$ cat src/rtl/bcd_countdown_n.sv
// N-digit BCD down-counter with stored preset, one-shot/auto-reload mode, hold,
// digit sanitising and registered expiry/reload pulses.
module bcd_countdown_n #(
   parameter int NUM_DIGITS          = 2,
   parameter bit AUTO_RELOAD_DEFAULT = 1'b0
) (
   input  logic                    clk,
   input  logic                    reset,
   input  logic                    reconfig,
   input  logic [4*NUM_DIGITS-1:0] setDigits,
   input  logic                    reset_timer,
   input  logic                    decrement,
   input  logic                    hold,
   input  logic                    mode_wr,
   input  logic                    mode_in,
   output logic [4*NUM_DIGITS-1:0] digits,
   output logic                    do_not_borrow,
   output logic                    expired,
   output logic                    reloaded
);

   localparam int W = 4 * NUM_DIGITS;

   logic [W-1:0] preset_q, preset_d;
   logic [W-1:0] count_q, count_d;
   logic [W-1:0] count_dec_s;
   logic         mode_q, mode_d;
   logic         expired_q, expired_d;
   logic         reloaded_q, reloaded_d;

   // Clamp every nibble above 9 to 9 so the preset is always valid BCD.
   function automatic logic [W-1:0] sanitize(input logic [W-1:0] v);
      logic [W-1:0] r;
      r = v;
      for (int k = 0; k < NUM_DIGITS; k++) begin
         if (v[4*k +: 4] > 4'd9) begin
            r[4*k +: 4] = 4'd9;
         end
      end
      return r;
   endfunction

   // Ripple-borrow BCD decrement across all digits in one step.
   function automatic logic [W-1:0] bcd_dec(input logic [W-1:0] v);
      logic [W-1:0] r;
      logic         borrow;
      r      = v;
      borrow = 1'b1;
      for (int k = 0; k < NUM_DIGITS; k++) begin
         if (borrow) begin
            if (v[4*k +: 4] == 4'd0) begin
               r[4*k +: 4] = 4'd9;
            end else begin
               r[4*k +: 4] = v[4*k +: 4] - 4'd1;
               borrow      = 1'b0;
            end
         end
      end
      return r;
   endfunction

   assign count_dec_s = bcd_dec(count_q);

   always_comb begin
      preset_d   = preset_q;
      count_d    = count_q;
      mode_d     = mode_q;
      expired_d  = 1'b0;
      reloaded_d = 1'b0;

      if (reconfig) begin
         preset_d = sanitize(setDigits);
         count_d  = sanitize(setDigits);
      end else if (reset_timer) begin
         count_d = preset_q;
      end else if (decrement && !hold) begin
         if (count_q == '0) begin
            // At zero: auto-reload restarts from the preset, one-shot saturates.
            if (mode_q) begin
               count_d    = preset_q;
               reloaded_d = 1'b1;
            end else begin
               count_d = count_q;
            end
         end else begin
            count_d   = count_dec_s;
            expired_d = (count_dec_s == '0);
         end
      end else begin
         count_d = count_q;
      end

      if (mode_wr) begin
         mode_d = mode_in;
      end else begin
         mode_d = mode_q;
      end
   end

   always_ff @(posedge clk) begin
      if (reset) begin
         preset_q   <= '0;
         count_q    <= '0;
         mode_q     <= AUTO_RELOAD_DEFAULT;
         expired_q  <= 1'b0;
         reloaded_q <= 1'b0;
      end else begin
         preset_q   <= preset_d;
         count_q    <= count_d;
         mode_q     <= mode_d;
         expired_q  <= expired_d;
         reloaded_q <= reloaded_d;
      end
   end

   assign digits        = count_q;
   assign do_not_borrow = |count_q;
   assign expired       = expired_q;
   assign reloaded      = reloaded_q;

endmodule
$ cat config.mk
export PLATFORM = sky130hd
export DESIGN_NAME = bcd_countdown_n
export DESIGN_NICKNAME = d
export VERILOG_FILES = /design/src/rtl/bcd_countdown_n.sv
export SDC_FILE = /design/constraint.sdc
export NUM_CORES = 1
export LEC_CHECK = 0
export ABC_CLOCK_PERIOD_IN_PS = 2000
export BUFFER_PORTS_ARGS = -buffer_cell sky130_fd_sc_hd__buf_4
export CORE_MARGIN = 4
export CORE_UTILIZATION = 50
export DETAILED_ROUTE_END_ITERATION = 7
export GPL_ROUTABILITY_DRIVEN = 0
export PLACE_DENSITY_LB_ADDON = 0.1
export SLEW_MARGIN = 40
export SYNTH_ARGS = -nofsm -noshare
export SYNTH_HDL_FRONTEND = slang
export SYNTH_SLANG_ARGS = --single-unit
$ cat constraint.sdc
create_clock -name clk -period 2 [get_ports clk]
set_clock_uncertainty 0.05 [all_clocks]
set_input_delay 0 -clock clk [delete_from_list [all_inputs] [get_ports clk]]
set_output_delay 0 -clock clk [all_outputs]
set_load 0.03 [all_outputs]
==> out/results.ini <==
[run_status]
outcome = finished clean

[synthesis]
synthArstFlopShare_pct = 0
synth_compound_area_share_pct = 28.4
ys_seq_area_share_pct = 36.8
synth.area.mux_share_pct = 2.90
netlist_instances = 123
ys.flop_type = dfxtp_1
ys_warn_count = 0
synthAdderAreaFrac_pct = 0
synthSimpleGateAreaFrac_pct = 27.6
ys_ff_latch = 19
synth_top_family_by_area = compound AO/OA/AOI/OAI gates
synth_edf_count = 0
syn_nets = 139
synthXorXnorAreaFrac_pct = 0
syn-mean-instance-area_um2 = 8.41
synth_cell_types = 40
syn_area_mm2 = 0.00103

[final_layout]
drive_gt1_share_pct = 27.7
syn_to_final_growth_pct = 44.1
fin_nets = 190
num_antenna_cells = 0
final_cell_mix = buf_4, dfxtp_1, dlygate4sd3_1, nand2_1
fillers = 169
final_common_cell = buf_4

[global_routing]
grt_pass1_vias = 1054
grtUsageTotal_pct = 22.4
grt_max_degree = 19
gr-total-overflow = 0
grt_pass1_wl_um = 4770
antenna_found_initial = 0

[timing]
max_freq_mhz = 550
hold_viol_final = 0
post-route-min-period_ns = 1.82
period_share_pct = 90.9
slew_viol_final = 0
tns_ns = 0
max_slew_margin_pct = 70.0
grt_setup_unrepaired = no
setup_violations = 0
worstMarginPinSlew_ns = 0.448

[place]
port_buffers = 26
dp_hpwl_um = 1860

[power_and_ir_drop]
cellLeakagePower_nw = 0.614
ir_worst_vdd_uv = 449
power_density_mw_per_mm2 = 651
power_mw = 0.971

[floorplanning]
start_util_pct = 52.7
dieArea_mm2 = 0.00286
core_area_mm2 = 0.00196
die-width_um = 53.5
num_rows = 16
ioPinCount = 27
die_y_um = 53.5

[route]
first_iter_violations = 29
postRouteAntennaNets = 0
remaining_drc_errors = 0
dr.pass1.iters = 4
vias_per_cell = 5.81
vias = 1162
wire_per_inst_um = 14.5
drt-total-wl_um = 2900

[clock_network]
clock_path_buffers = 2
path_clk_slew_ns = 0.11
clock-sinks = 19
cts-root-buf = clkbuf_4
clock_latency_ns = 0.30
tritoncts = built
cts_setup_buffers = 0
cts-buffers-inserted = 3
cts_max_level = 1

[setup_path]
path_max_fanout = 7
critPathCaptureType = flop
crit_required_ns = 2.12
start_kind = flop
arrival_ns = 1.94
worstSetupPathType = reg -> reg

[run]
max-cap-violations = 0

[hold_path]
hold_class = in -> reg

-- cell type report --
class	instances	area [um^2]	share of cell area (%)
clock buffer	4	26.3	1.76
sequential	19	380	25.5
inverter	5	18.8	1.26
multi-input combinational	95	612	41.0
timing repair buffer	50	420	28.2
tap	27	33.8	2.27
-- per-layer routing --
| metal | track usage, % | part of all wire, % | vias up |
|---|---|---|---|
| met5 | 0 | 0 | - |
| met4 | 7.66 | 1.2 | 0 |
| met3 | 3.10 | 4.7 | 7 |
| met2 | 36.3 | 49 | 33 |
| met1 | 29.8 | 45 | 555 |
| li1 | - | - | 567 |
-- sequential cells by signal, summed over array words and instances (netlist names) --
name and cells:
digits 8, expired 1, mode_q 1, preset_q 8, reloaded 1
-- worst max-delay path: stages, from the launching register on --
cell      delay, ns
dfxtp_1        0.32
buf_4          0.16
nor4_4         0.45
a21oi_2        0.19
o311ai_0       0.39
o21ai_0        0.13
-- cells in the mapped netlist, types with 2 or more instances --
library cell / n / share of area (%)
o211ai_1: 3 / 2.2
nand2_1: 16 / 5.8
a21oi_1: 10 / 4.8
dfxtp_1: 19 / 37
a32oi_1: 2 / 1.7
nor2_1: 10 / 3.6
a211o_1: 2 / 1.7
nor4_1: 2 / 1.2
nand2b_1: 2 / 1.2
mux2i_1: 3 / 2.9
nor2b_1: 2 / 1.2
or4_1: 3 / 2.2
a21oi_2: 2 / 1.7
nand3b_1: 2 / 1.5
nor3_1: 4 / 1.9
o21ai_0: 8 / 3.9
inv_1: 5 / 1.8
clkbuf_1: 2 / 0.73
nor3_2: 4 / 3.9
a31oi_1: 2 / 1.2
-- power by group --
part	switching [mW]	internal, mW
Combinational	0.188	0.157
Sequential	0.0277	0.404
Clock	0.117	0.0775
Total	0.332	0.638
-- path summary, 6_finish.rpt --
check	depth (start not counted)	end	startpoint	slack [ns]
worst max-delay path	5	digits[0]	digits[2]	0.18
worst min-delay path	3	preset_q[4]	setDigits[4]	0.02
worst max register to register	5	digits[0]	digits[2]	0.18
worst min register to register	2	preset_q[1]	preset_q[1]	0.43
-- repair_timing --
item | in CTS | in global routing
hold buffers | 19 | 0
endpoints found under the hold margin | 17 | 0
gates resized for setup | 0 | 1
endpoints found under the setup margin | 0 | 1
-- logic make-up (layout without fill, tap and decap cells) --
family	count (synthesis)	in the layout
DFF	19	19
and+or+nand+nor	50	50
muxes	3	3
AOI/OAI and AO/OA	42	42
buffers and inverters	9	59
-- metrics by stage --
stage	hold WS, ns	instances	instance area, um^2	util, %	worst slack, ns
6_report	0.0214	200	1490	76.0	0.181
5_1_grt	0.0340	200	1490	76.0	0.0473
4_1_cts	0.0184	201	1500	76.4	0.0644
3_5_place_dp	0.206	178	1280	65.4	0.223
3_3_place_gp	0.187	178	1280	65.4	0.245
2_1_floorplan	0.0972	123	1030	-	0.0779
(Power assumes the default switching activity.)
